## config.mk

```make
export PLATFORM = sky130hd
export DESIGN_NAME = serial_subtractor
export DESIGN_NICKNAME = d
export VERILOG_FILES = /design/src/rtl/serial_subtractor.sv
export SDC_FILE = /design/constraint.sdc
export NUM_CORES = 1
export LEC_CHECK = 0
export ABC_AREA = 1
export CAP_MARGIN = 40
export CORE_ASPECT_RATIO = 1.4
export CORE_MARGIN = 1.5
export CORE_UTILIZATION = 53
export DETAILED_ROUTE_END_ITERATION = 16
export GPL_ROUTABILITY_DRIVEN = 0
export PLACE_DENSITY = 0.83
export SLEW_MARGIN = 15
export SYNTH_ARGS = -nofsm -noshare
export SYNTH_HDL_FRONTEND = slang
export SYNTH_SLANG_ARGS = --single-unit
```

## constraint.sdc

```tcl
create_clock -name i_clk -period 3.3 [get_ports i_clk]
set_input_delay 0.66 -clock i_clk [delete_from_list [all_inputs] [get_ports i_clk]]
set_output_delay 0.66 -clock i_clk [all_outputs]
set_load 0.03 [all_outputs]
```

## src/rtl/serial_subtractor.sv

```systemverilog
// -----------------------------------------------------------------------------
// serial_subtractor
//
// Bit-serial subtractor: computes i_a - i_b - i_borrow_in one bit per clock,
// LSB first, using a single borrow flip-flop. The result drives the same FND
// display path as the ripple-carry adder datapath.
//
// Handshake (start/busy/done):
//   i_start is sampled only while the FSM is IDLE. The edge that sees i_start=1
//   in IDLE accepts the operation and latches i_a, i_b and i_borrow_in. o_busy
//   is high from the next cycle until the last datapath step. o_done is a
//   one-cycle pulse in the cycle in which o_diff/o_borrow/o_negative first
//   show the new result. A start seen in any other state is dropped, not
//   queued.
//
// Optional feature (macro SERIAL_SUBTRACTOR_ABS_EN):
//   When defined, an ABS state follows SHIFT and o_diff carries the magnitude
//   of the result, with o_negative as its sign. When undefined, o_diff is the
//   raw wrapped difference and o_negative is tied to 0.
//
// Ports:
//   i_clk        system clock, rising edge
//   i_reset      synchronous active-high reset
//   i_start      request pulse, sampled only in IDLE
//   i_a          minuend (WIDTH bits), latched on accepted start
//   i_b          subtrahend (WIDTH bits), latched on accepted start
//   i_borrow_in  borrow-in, latched on accepted start
//   o_diff       difference (raw wrap, or magnitude with ABS option)
//   o_borrow     final borrow-out; 1 means the result is negative/underflow
//   o_negative   sign flag (ABS option only, else 0)
//   o_busy       high while an operation is in progress
//   o_done       one-cycle pulse when the result outputs are updated
//   o_state      debug view of the FSM state (0 IDLE, 1 SHIFT, 2 ABS, 3 DONE)
// -----------------------------------------------------------------------------
module serial_subtractor #(
  parameter int WIDTH = 4
) (
  input  logic             i_clk,
  input  logic             i_reset,
  input  logic             i_start,
  input  logic [WIDTH-1:0] i_a,
  input  logic [WIDTH-1:0] i_b,
  input  logic             i_borrow_in,
  output logic [WIDTH-1:0] o_diff,
  output logic             o_borrow,
  output logic             o_negative,
  output logic             o_busy,
  output logic             o_done,
  output logic [1:0]       o_state
);

  localparam int CW = $clog2(WIDTH);

  typedef enum logic [1:0] {
    ST_IDLE  = 2'd0,
    ST_SHIFT = 2'd1,
    ST_ABS   = 2'd2,
    ST_DONE  = 2'd3
  } state_t;

  state_t           r_state;
  state_t           w_state_next;
  logic [WIDTH-1:0] r_a;
  logic [WIDTH-1:0] r_b;
  logic [WIDTH-1:0] r_res;
  logic [WIDTH-1:0] r_diff;
  logic             r_br;
  logic             r_borrow;
  logic [CW-1:0]    r_cnt;

  logic             w_d;
  logic             w_br_next;
  logic             w_last;
  logic [WIDTH-1:0] w_res_next;

  // One full-subtractor cell on the current LSBs.
  assign w_d        = r_a[0] ^ r_b[0] ^ r_br;
  assign w_br_next  = (~r_a[0] & r_b[0]) | (~(r_a[0] ^ r_b[0]) & r_br);
  assign w_res_next = {w_d, r_res[WIDTH-1:1]};
  // The counter holds the index of the bit being processed this cycle.
  assign w_last     = (r_cnt == CW'(WIDTH - 1));

  // State register
  always_ff @(posedge i_clk) begin
    if (i_reset) r_state <= ST_IDLE;
    else         r_state <= w_state_next;
  end

  // Next-state logic
  always_comb begin
    w_state_next = r_state;
    case (r_state)
      ST_IDLE:  if (i_start) w_state_next = ST_SHIFT;
      ST_SHIFT: begin
        if (w_last) begin
`ifdef SERIAL_SUBTRACTOR_ABS_EN
          w_state_next = ST_ABS;
`else
          w_state_next = ST_DONE;
`endif
        end
      end
      ST_ABS:   w_state_next = ST_DONE;
      ST_DONE:  w_state_next = ST_IDLE;
      default:  w_state_next = ST_IDLE;
    endcase
  end

`ifdef SERIAL_SUBTRACTOR_ABS_EN
  logic r_negative;
`endif

  // Datapath
  always_ff @(posedge i_clk) begin
    if (i_reset) begin
      r_a      <= '0;
      r_b      <= '0;
      r_res    <= '0;
      r_br     <= 1'b0;
      r_cnt    <= '0;
      r_diff   <= '0;
      r_borrow <= 1'b0;
`ifdef SERIAL_SUBTRACTOR_ABS_EN
      r_negative <= 1'b0;
`endif
    end else begin
      case (r_state)
        ST_IDLE: begin
          if (i_start) begin
            r_a   <= i_a;
            r_b   <= i_b;
            r_br  <= i_borrow_in;
            r_res <= '0;
            r_cnt <= '0;
          end
        end
        ST_SHIFT: begin
          r_res <= w_res_next;
          r_a   <= r_a >> 1;
          r_b   <= r_b >> 1;
          r_br  <= w_br_next;
          r_cnt <= r_cnt + CW'(1);
`ifndef SERIAL_SUBTRACTOR_ABS_EN
          // Publish directly on the last bit; the shift register and borrow
          // FF are only valid for reading one cycle later.
          if (w_last) begin
            r_diff   <= w_res_next;
            r_borrow <= w_br_next;
          end
`endif
        end
`ifdef SERIAL_SUBTRACTOR_ABS_EN
        ST_ABS: begin
          // A negative result is replaced by its two's complement; for the
          // -2^WIDTH case this wraps to 0 while o_negative still reports 1.
          r_diff     <= r_br ? (~r_res + WIDTH'(1)) : r_res;
          r_negative <= r_br;
          r_borrow   <= r_br;
        end
`endif
        default: ;
      endcase
    end
  end

  assign o_diff     = r_diff;
  assign o_borrow   = r_borrow;
`ifdef SERIAL_SUBTRACTOR_ABS_EN
  assign o_negative = r_negative;
`else
  assign o_negative = 1'b0;
`endif
  assign o_busy     = (r_state == ST_SHIFT) || (r_state == ST_ABS);
  assign o_done     = (r_state == ST_DONE);
  assign o_state    = r_state;

endmodule

```

==> results.txt, run 1 <==
In this run, synthesis produced a sequential element count of 21. Along the worst path, the maximum fanout reaches 5. The global route total overflow is 0. The tightest min-delay check is of the flop to flop type. The post-synthesis area per instance is 6.94 um^2. The region available for standard cell placement spans 0.00180 mm^2.

The insertion delay of the later-clocked pin in the worst-skew pair came out at 310 ps. The combinational family with the most area after synthesis is simple AND/OR/NAND/NOR gates. Dividing the final minimum period by the clock period gives 74.0%. The biggest area contributor in the post-synthesis netlist is dfxtp_1. The largest individual stage delay along the critical path comes from the cell clkdlybuf4s50_1. The analysis attributes to cell leakage a power of 0.568 nW.

The area share of the largest cell type after synthesis was 40.1%; the number of warnings reported in the yosys synthesis log was 0. The proportion of layout cells with a drive suffix above 1 was 2.96%; the total power divided by cell area was 788 mW/mm^2. The most critical setup path has its startpoint at o_state[1]$_SDFFE_PP0P_.

The die covers 0.00226 mm^2. In the routed design, unresolved DRC markers number 0. The number of nets in the final layout came out at 188. In this design, the stage delay of the slowest critical-path cell is 670 ps.

The run gives 0.00105 mm^2 as the total standard cell area after synthesis. The worst register-to-register path begins at o_state[0]$_SDFFE_PP0P_. The number of buffers and inverters on the critical path is 2. The first global-routing pass estimated 3.46 mm of wire. Subtracting the final worst setup slack from the clock period gives 2440 ps. In the post-synthesis netlist, the biggest area contributors are dfxtp_1, nor2_1, nand2_1. The share of the Yosys chip area taken by registers is 40.1%. Synthesis produced a netlist with a net count of 169.

The critical path is of the flop to output pin type. The final layout contains routed wiring with a total length of 2.11 mm. The number of hold violations in the final report is 0, and the total track usage is 21.7%. For the post-cts sizing count, the log shows 0.

The run finished with clean final reports. The worst hold-check slack is 496 ps. The final-layout setup total negative slack was 0 ps. The number of setup buffers added after CTS is 0. From left edge to right edge, the die measures 40.6 um. The sum of net half-perimeters after detailed placement was 1.53 mm; the initial antenna violation count was 0.

The netlist uses 16 different library cells. The worst setup path is captured at an output pin. Data arrives at the worst endpoint at 1780 ps.

Element type at the critical path start: a flop. The worst-case IR drop observed on VDD is 0.811 mV. The startpoint identified for the worst hold timing path is o_diff[3]$_SDFFE_PP0P_. In this run the count of I/O pins placed on the die edge is 22. Entering global routing, the biggest net connects 17 pins.

The tools report the number of rows in the core area as 18. The first detailed-routing pass ran for 4 iterations. Measured on the finished design, the core utilization comes to 69.7%. Detailed routing inserted a total of 981 vias.

The fraction of the mapped netlist area in adder cells is 7.89%. Setup repair after global routing left no endpoint under its margin. The initial core utilization came out at 58.1%.

The total of max-cap violations was 0. For the CTS sink count, the log shows 21. For the number of buffers inserted during clock tree synthesis, the log shows 3. Dividing the detail-routed via count by the number of cells gives 5.19.

TritonCTS built the clock tree. The logs give 826 for the via count of the first global-routing pass and 0 for the total count of max-transition violations in the final report. At the worst endpoint, the required time is 2640 ps. For this run, the top clock speed supported by timing is 410 MHz.

For the maximum clock path buffer count, the log shows 2. The filler cell count in the final layout was 167; the number of instances in the synthesized netlist was 151. CTS placed an instance of clkbuf_4 at the clock tree root. Number of nets with antenna violations after routing: 0. The area growth from synthesis to layout is 19.8%.

After detailed routing, the average wire length per cell comes to 11.2 um. The number of hold buffers added after cts is 0, and the vertical extent of the die is 55.6 um. The clock-pin transition on the worst setup and hold timing paths is 110 ps, and the area fraction in compound gates after synthesis is 9.92%. Antenna diode count: 0. For this block, the initial DRC count from the detailed router was 10.

The multiplexer area fraction after synthesis came out at 0%. Total power for the finished layout comes to 989 uW. After Yosys synthesis, XOR and XNOR cells account for 0% of the synthesized area. In this design, the largest share of critical-path delay is due to buffers and inverters. The run gives 1 as the CTS H-tree depth. The synthesized netlist devotes 30.7% of its cell area to simple gates. The maximum clock skew at final layout came out at 0.492 ps. The quantity of I/O buffers inserted on ports works out to 20. The signal on the critical path passes through inv_1, ha_1, clkdlybuf4s50_1.

The number of setup violations in the final report is 0.
## kinds of logic (layout without fill, tap and decap cells)
| family | Yosys count | after routing |
|---|---|---|
| and+or+nand+nor | 78 | 78 |
| buffers and inverters | 25 | 43 |
| DFF | 21 | 21 |
| AOI/OAI and AO/OA | 20 | 20 |
| adders and majority gates | 6 | 6 |
| other | 1 | 1 |
## path summary, 6_finish.rpt
path | end | slack [ps] | cells past startpoint
min | o_diff[3]$_SDFFE_PP0P_ | 500 | 2
min reg2reg | o_diff[3]$_SDFFE_PP0P_ | 500 | 2
max | o_busy | 860 | 3
max reg2reg | r_a[3]$_SDFFE_PP0P_ | 1590 | 5
## cell usage in the layout, fill, tap and decap left out
| cell type | count |
|---|---|
| conb_1 | 1 |
| fa_1 | 1 |
| clkbuf_4 | 3 |
| ha_1 | 5 |
| clkdlybuf4s50_1 | 20 |
| nand2_1 | 26 |
| inv_1 | 19 |
| nand3b_1 | 1 |
| nor2_1 | 32 |
| clkbuf_1 | 1 |
| o21ai_2 | 1 |
| nand3_1 | 18 |
| o21ai_0 | 12 |
| dfxtp_1 | 21 |
| nand2_2 | 1 |
| a21oi_1 | 7 |
## cell type report
class / instances / area [um^2] / share of cell area, %
repair buffers: 20 / 200 / 16.0
clock buffers: 4 / 26.3 / 2.09
inverters: 19 / 71.3 / 5.68
well taps: 20 / 25.0 / 1.99
multi-input cells: 105 / 512 / 40.8
flip-flops and latches: 21 / 420 / 33.5
## flip-flops by register name (all words and copies together) (netlist names)
register / count
o_borrow: 1
o_diff: 4
o_state: 2
r_a: 4
r_b: 4
r_br: 1
r_cnt: 2
r_res: 3
## power by group
part | switching, mW | total, mW | internal, mW
clock | 0.0793 | 0.127 | 0.0473
combinational | 0.317 | 0.506 | 0.189
sequential | 0.0364 | 0.356 | 0.320
## through the flow
stage | setup WS [ps] | std cells | area, um^2
final | 858 | 189 | 1250
after global routing | 785 | 189 | 1250
after CTS | 868 | 189 | 1250
after detailed placement | 1210 | 185 | 1230
after global placement | 1250 | 185 | 1230
after floorplan | 1550 | 151 | 1050
## worst reg2reg max path, cell delays in order, from the launching register on
cell and delay [ps]:
dfxtp_1 430, ha_1 450, nand2_1 410, nand3_1 180, nand2_1 70, nor2_1 120
## synth_stat cells (all sizes together)
cell type and n:
conb 1, a21oi 7, buf 6, fa 1, ha 5, nor2 32
nand3b 1, nand2 27, nand3 18, dfxtp 21, o21ai 13, inv 19
## per-layer routing
| layer | GRT usage, % | share of wire, % |
|---|---|---|
| met5 | 0 | 0 |
| met4 | 10.0 | 2.3 |
| met3 | 4.80 | 2.9 |
| met2 | 37.6 | 55 |
| met1 | 22.7 | 40 |
Note: power is estimated with default switching activity, not from simulation.
==> run 2: changes to the inputs <==
--- a/config.mk
+++ b/config.mk
@@ -9,10 +9,10 @@
 export CAP_MARGIN = 40
 export CORE_ASPECT_RATIO = 1.4
 export CORE_MARGIN = 1.5
-export CORE_UTILIZATION = 53
+export CORE_UTILIZATION = 44
 export DETAILED_ROUTE_END_ITERATION = 16
 export GPL_ROUTABILITY_DRIVEN = 0
-export PLACE_DENSITY = 0.83
+export PLACE_DENSITY = 0.73
 export SLEW_MARGIN = 15
 export SYNTH_ARGS = -nofsm -noshare
 export SYNTH_HDL_FRONTEND = slang
==> constraint.sdc (replaced) <==
create_clock -name i_clk -period 2 [get_ports i_clk]
set_input_delay 0.4 -clock i_clk [delete_from_list [all_inputs] [get_ports i_clk]]
set_output_delay 0.4 -clock i_clk [all_outputs]
set_load 0.03 [all_outputs]
==> run 2 against run 1 <==
Against the previous run: non-clock buffer count stayed put; via count shrank 3.2%; cell count rose by 1.1%; sequential cell count is the same; sequential power rose by 64%; routed wire length is 6.4% lower; design area hardly changed; clock-buffer cell count is 1 lower; critical endpoint unchanged.
==> results.txt, run 2 (synthesis gave the netlist of run 1 again) <==
The class of the tightest hold or removal check is flop to flop. In this run the worst path has a maximum fanout of 6. Once layout is complete, the cells apart from fillers number 191. The path depth of the worst reg2reg path works out to 5.

The run gives 1 as the CTS H-tree depth. For the initial antenna violation count, the log shows 0. For the final critical-path setup slack, the log shows 103 ps. Traced cell by cell, the critical path runs through inv_1, ha_1, dlygate4sd2_1. Instance count along the most critical hold path: 2. The logs give 0.626 mV for the worst ir drop on vdd and 176 ps for the worst setup slack after placement. The worst setup path is captured at an output pin. Once the floorplan was initialized, standard cells occupied 47.6% of the core.

In the detailed route, the total length drawn on met3 is 49 um. Setup violations remaining at the end of the flow were counted as 0. The run gives 1.07 mm as the wire length on met2. The flow ran to the end, and the final reports show no timing, DRC or antenna violations. The insertion delay of the later-clocked pin in the worst-skew pair came out at 310 ps. The tools report the total power as 1.61 mW.

The tool flagged a number of max-cap violations equal to 0. Derived from the worst setup path, the maximum achievable clock frequency is 527 MHz. Input and output buffers added on the ports amount to 20. The run gives 950 as the total number of vias. The first global-routing pass estimated 3.48 mm of wire.

For this design the ratio of total power to cell area is 1280 mW/mm^2. The final-layout setup total negative slack was 0 ps. Number of hold buffers added after cts: 0.

The number of rows in the core area was 20; the CTS sink count was 21. The worst hold path begins at r_res[1]$_SDFFE_PP0P_. In the layout the commonest cells are nor2_1, nand2_1, dfxtp_1. The slowest cell on the critical path was dfxtp_1.

Cells with a size suffix above 1 make up 3.55% of the layout. Once layout is complete, the utilization of the core stands at 57.0%. The repair_antennas step left the layout with diodes totalling 0.

The most frequent standard cell in the layout excluding fill and tap cells is nor2_1. The via-per-instance ratio works out to 4.97. The tree is rooted in a clkbuf_4. The worst path uses 94.8% of the clock period.

The number of placed instances, taps included, is 187. The required arrival time at the worst endpoint came out at 1600 ps. The number of nets in the final layout came out at 188. The category of the critical setup timing path was flop to output pin. Together, buffers and inverters on the worst path number 2. The detailed router put a total of 818 um of wire on met1. The number of hold violations in the final report came out at 0. Setup repair after global routing left no endpoint under its margin. The largest net degree at the start of global routing is 17. Uppermost layer routed: met4.

The clock passes through at most 2 buffers. The horizontal die dimension was 44.2 um. The via count of the first global-routing pass was 862.

The worst hold path terminates at r_res[1]$_SDFFE_PP0P_. After clock tree synthesis, the clock-pin slew on the worst setup and hold paths is 120 ps. In this design, the largest share of critical-path delay is due to buffers and inverters. Dividing the detail-routed wire length by the instance count gives 10.3 um. The global route total overflow was 0. The placeable core region was 0.00220 mm^2. The synthesis-to-layout area growth is 20.0%. The number of iterations in the first detailed-routing pass came out at 3. STA classifies the critical path startpoint as a flop.

In this run the vertical extent of the chip is 60.7 um. The wire length after detailed routing is 1.97 mm. The detailed router finished its first iteration with 6 violations. For this design the static power due to leakage is 0.577 nW. The overall die area is 0.00269 mm^2, and the stage delay of the slowest cell on the critical path is 440 ps. Summed over all nets, the half-perimeter wirelength after detailed placement is 1.48 mm. Counting the fill cells in the layout gives 235. The total count of max-transition violations in the final report is 0. TritonCTS built the clock tree. The critical register-to-register path endpoint was r_br$_SDFFE_PP0P_. For the number of nets with antenna violations after routing, the log shows 0. The startpoint identified for the worst register-to-register timing path is o_state[0]$_SDFFE_PP0P_.

For the final database, setup skew stands at 1.26 ps. TritonCTS created 3 clock buffers. For the total track usage, the log shows 17.3%. After detailed routing, the number of remaining DRC violations is 0. 22 I/O pins were placed. Data on the critical path arrives at its endpoint at 1500 ps.

The slack of the worst reg-to-reg path is 320 ps, and the clock period minus final worst setup slack is 1900 ps.
[run 2: cell types whose count changed in the layout (fill, tap and decap cells not counted), sizes merged]
cell           change
clkbuf             -1
clkdlybuf4s50      -2
dlygate4sd2        +2
clkinv             +1
[run 2: through the flow]
| step | hold WS [ps] | instance area, um^2 |
|---|---|---|
| CTS | 498 | 1260 |
| finish | 490 | 1260 |
| global placement | 465 | 1230 |
| floorplan | 447 | 1050 |
| global route | 527 | 1260 |
| detailed placement | 473 | 1230 |
[run 2: layer usage]
layer  vias to the layer above  GRT usage (%)
met3                         4           1.79
met1                       425           19.7
met5                         -              0
met4                         0           10.4
li1                        507              -
met2                        14           30.7
[run 2: repair_timing]
item	in CTS	in global routing
buffers inserted	0	0
endpoints found under the hold margin	0	0
endpoints found under the setup margin	2	0
resized for setup	2	0
[run 2: area by class of cell]
cell class | count | area [um^2] | area share [%]
Sequential cell | 21 | 420 | 33.5
Tap cell | 22 | 27.5 | 2.19
Clock inverter | 1 | 5.00 | 0.398
Timing Repair Buffer | 20 | 198 | 15.7
Inverter | 19 | 71.3 | 5.68
Clock buffer | 3 | 22.5 | 1.79
Multi-Input combinational cell | 105 | 512 | 40.7
[run 2: how the worst max path moves through the flow]
stage,startpoint,endpoint,cells past startpoint
3_3_place_gp,o_state[0]$_SDFFE_PP0P_,o_busy,3
3_5_place_dp,o_state[0]$_SDFFE_PP0P_,o_busy,3
2_1_floorplan,o_state[1]$_SDFFE_PP0P_,o_busy,2
6_report,o_state[0]$_SDFFE_PP0P_,o_busy,3
4_1_cts,o_state[0]$_SDFFE_PP0P_,o_busy,3
5_1_grt,o_state[0]$_SDFFE_PP0P_,o_busy,3
[run 2: report_power, final]
group	switching [mW]	internal, mW	total [mW]	leakage (nW)
Clock	0.135	0.0747	0.210	0.0177
Sequential	0.0575	0.527	0.585	0.172
Combinational	0.518	0.298	0.816	0.387
Total	0.710	0.900	1.61	0.577
[run 2: worst register-to-register path, stage by stage (launching register included)]
cell     delay, ps
dfxtp_1        440
ha_1           450
nand2_1        400
nand3_1        170
nand2_1         70
nor2_1         100
==> edit (settings of run 2) <==
Build with the macro `SERIAL_SUBTRACTOR_ABS_EN` defined.
--- a/src/rtl/serial_subtractor.sv
+++ b/src/rtl/serial_subtractor.sv
@@ -34,2 +34,4 @@
 // -----------------------------------------------------------------------------
+`define SERIAL_SUBTRACTOR_ABS_EN
+
 module serial_subtractor #(
Function: changed (a bounded check fails within 10 cycles, from zero or initial values and one cycle with i_reset high).
==> edit against run 2 <==
  * Worst setup slack lost 0.019 ns
  * Cell count shrank 1.6%
  * Wire length grew 8.1%
  * Register-to-register slack is essentially flat
  * First-iteration DRC count grew 100%
  * Power grew 19%
  * Die area grew 4.2%
  * Final area grew 5.5%
  * Sequential cell count grew 1
  * Area after synthesis grew 4.4%
  * Largest power group unchanged
  * Highest routed layer unchanged
==> edit: results <==
[status]
outcome = finished clean

[setup_path]
worst_path_max_delay_cell = dfxtp_1
slowest_delay_ns = 0.42
crit_arrival_ns = 1.52
worstReg2RegStart = o_state[1]$_SDFFE_PP0P_
worst-path-max-fanout = 5

[synth]
synth_area_leaders = dfxtp_1 40%, nand2_1 11%, nor2_1 7.6%
seq_area_frac_synth_pct = 40.3
async_reset_ff_share_pct = 0
netlist_instances = 145
ys_types = 21
syn-num-nets = 164
synthTopCellsByCount = 31 x nand2_1, 22 x dfxtp_1, 22 x nor2_1, 16 x o21ai_0, 14 x inv_1

[place]
dpl.hpwl_um = 1650
dpl-instance-area_mm2 = 0.00130
placedCellCount = 185
numPortBuffers = 21
dp_slack_ns = 0.163

[power]
p_comb_share_pct = 52.6
ir_drop_mv = 0.890
p_leak_nw = 0.588
p_sw_uw = 881

[routing]
drt-pass1-iter-count = 4
vias = 951
routed_via_density = 5.06
drt_wl_total_um = 2130
drt_iter0_markers = 12

[global_route]
grt_pass1_wl_um = 3780
grt_util_all_layers_pct = 19.0
grtUsageMet2_pct = 35.5
gr-usage-met3_pct = 1.73
gr-usage-met1_pct = 19.5
grt_pass1_vias = 947
grt_max_degree = 15

[cells_and_area]
n_fill_cell = 229
final_layout_size_suffix_gt1_share_pct = 12.1

[clock_network]
cts_resized = 1

[worst_hold_path]
hp-class = reg -> reg
hp-start = r_cnt[0]$_SDFFE_PP0P_

[sta]
fin_worst_skew_ns = 0.00223
edit: final timing paths:
check | slack [ns] | end | cells after the start
worst min register to register | 0.47 | r_cnt[0]$_SDFFE_PP0P_ | 1
worst max-delay path | 0.08 | o_busy | 3
worst max register to register | 0.32 | r_res[3]$_SDFFE_PP0P_ | 6
worst min-delay path | 0.47 | r_cnt[0]$_SDFFE_PP0P_ | 1
edit: cells by family (layout without fill, tap and decap cells):
| family | Yosys count | after routing | synth area share, % |
|---|---|---|---|
| buffers and inverters | 22 | 42 | 9.72 |
| adders and majority gates | 7 | 7 | 8.70 |
| AOI/OAI and AO/OA | 31 | 31 | 17.0 |
| and+or+nand+nor | 62 | 62 | 23.5 |
| xor gates and xnor gates | 1 | 1 | 0.801 |
| DFF | 22 | 22 | 40.3 |
edit: stage by stage:
step	hold WS (ns)	power, mW
final	0.469	1.92
after CTS	0.470	1.94
after floorplan	0.428	1.48
after global placement	0.443	1.72
after detailed placement	0.453	1.75
after global routing	0.501	2.10
edit: layout make-up:
type	instances	area [um^2]	share of cell area, %
inverter	16	60.1	4.53
sequential	22	440	33.2
tap	23	28.8	2.17
clock buffer	3	22.5	1.70
timing repair buffer	23	226	17.1
multi-input combinational	101	547	41.3
edit: power groups by stage:
| stage | clock [mW] | combinational [mW] | sequential (mW) |
|---|---|---|---|
| floorplan | 0 | 0.685 | 0.792 |
| global placement | 0 | 1.02 | 0.702 |
| detailed placement | 0 | 1.03 | 0.715 |
| CTS | 0.211 | 1.02 | 0.704 |
| global route | 0.233 | 1.15 | 0.721 |
| finish | 0.207 | 1.01 | 0.703 |
edit: routing by layer:
metal / vias to the layer above / part of all wire, %
li1: 496 / -
met2: 18 / 53
met1: 432 / 41
met3: 5 / 3.3
met4: 0 / 2.8
met5: - / 0
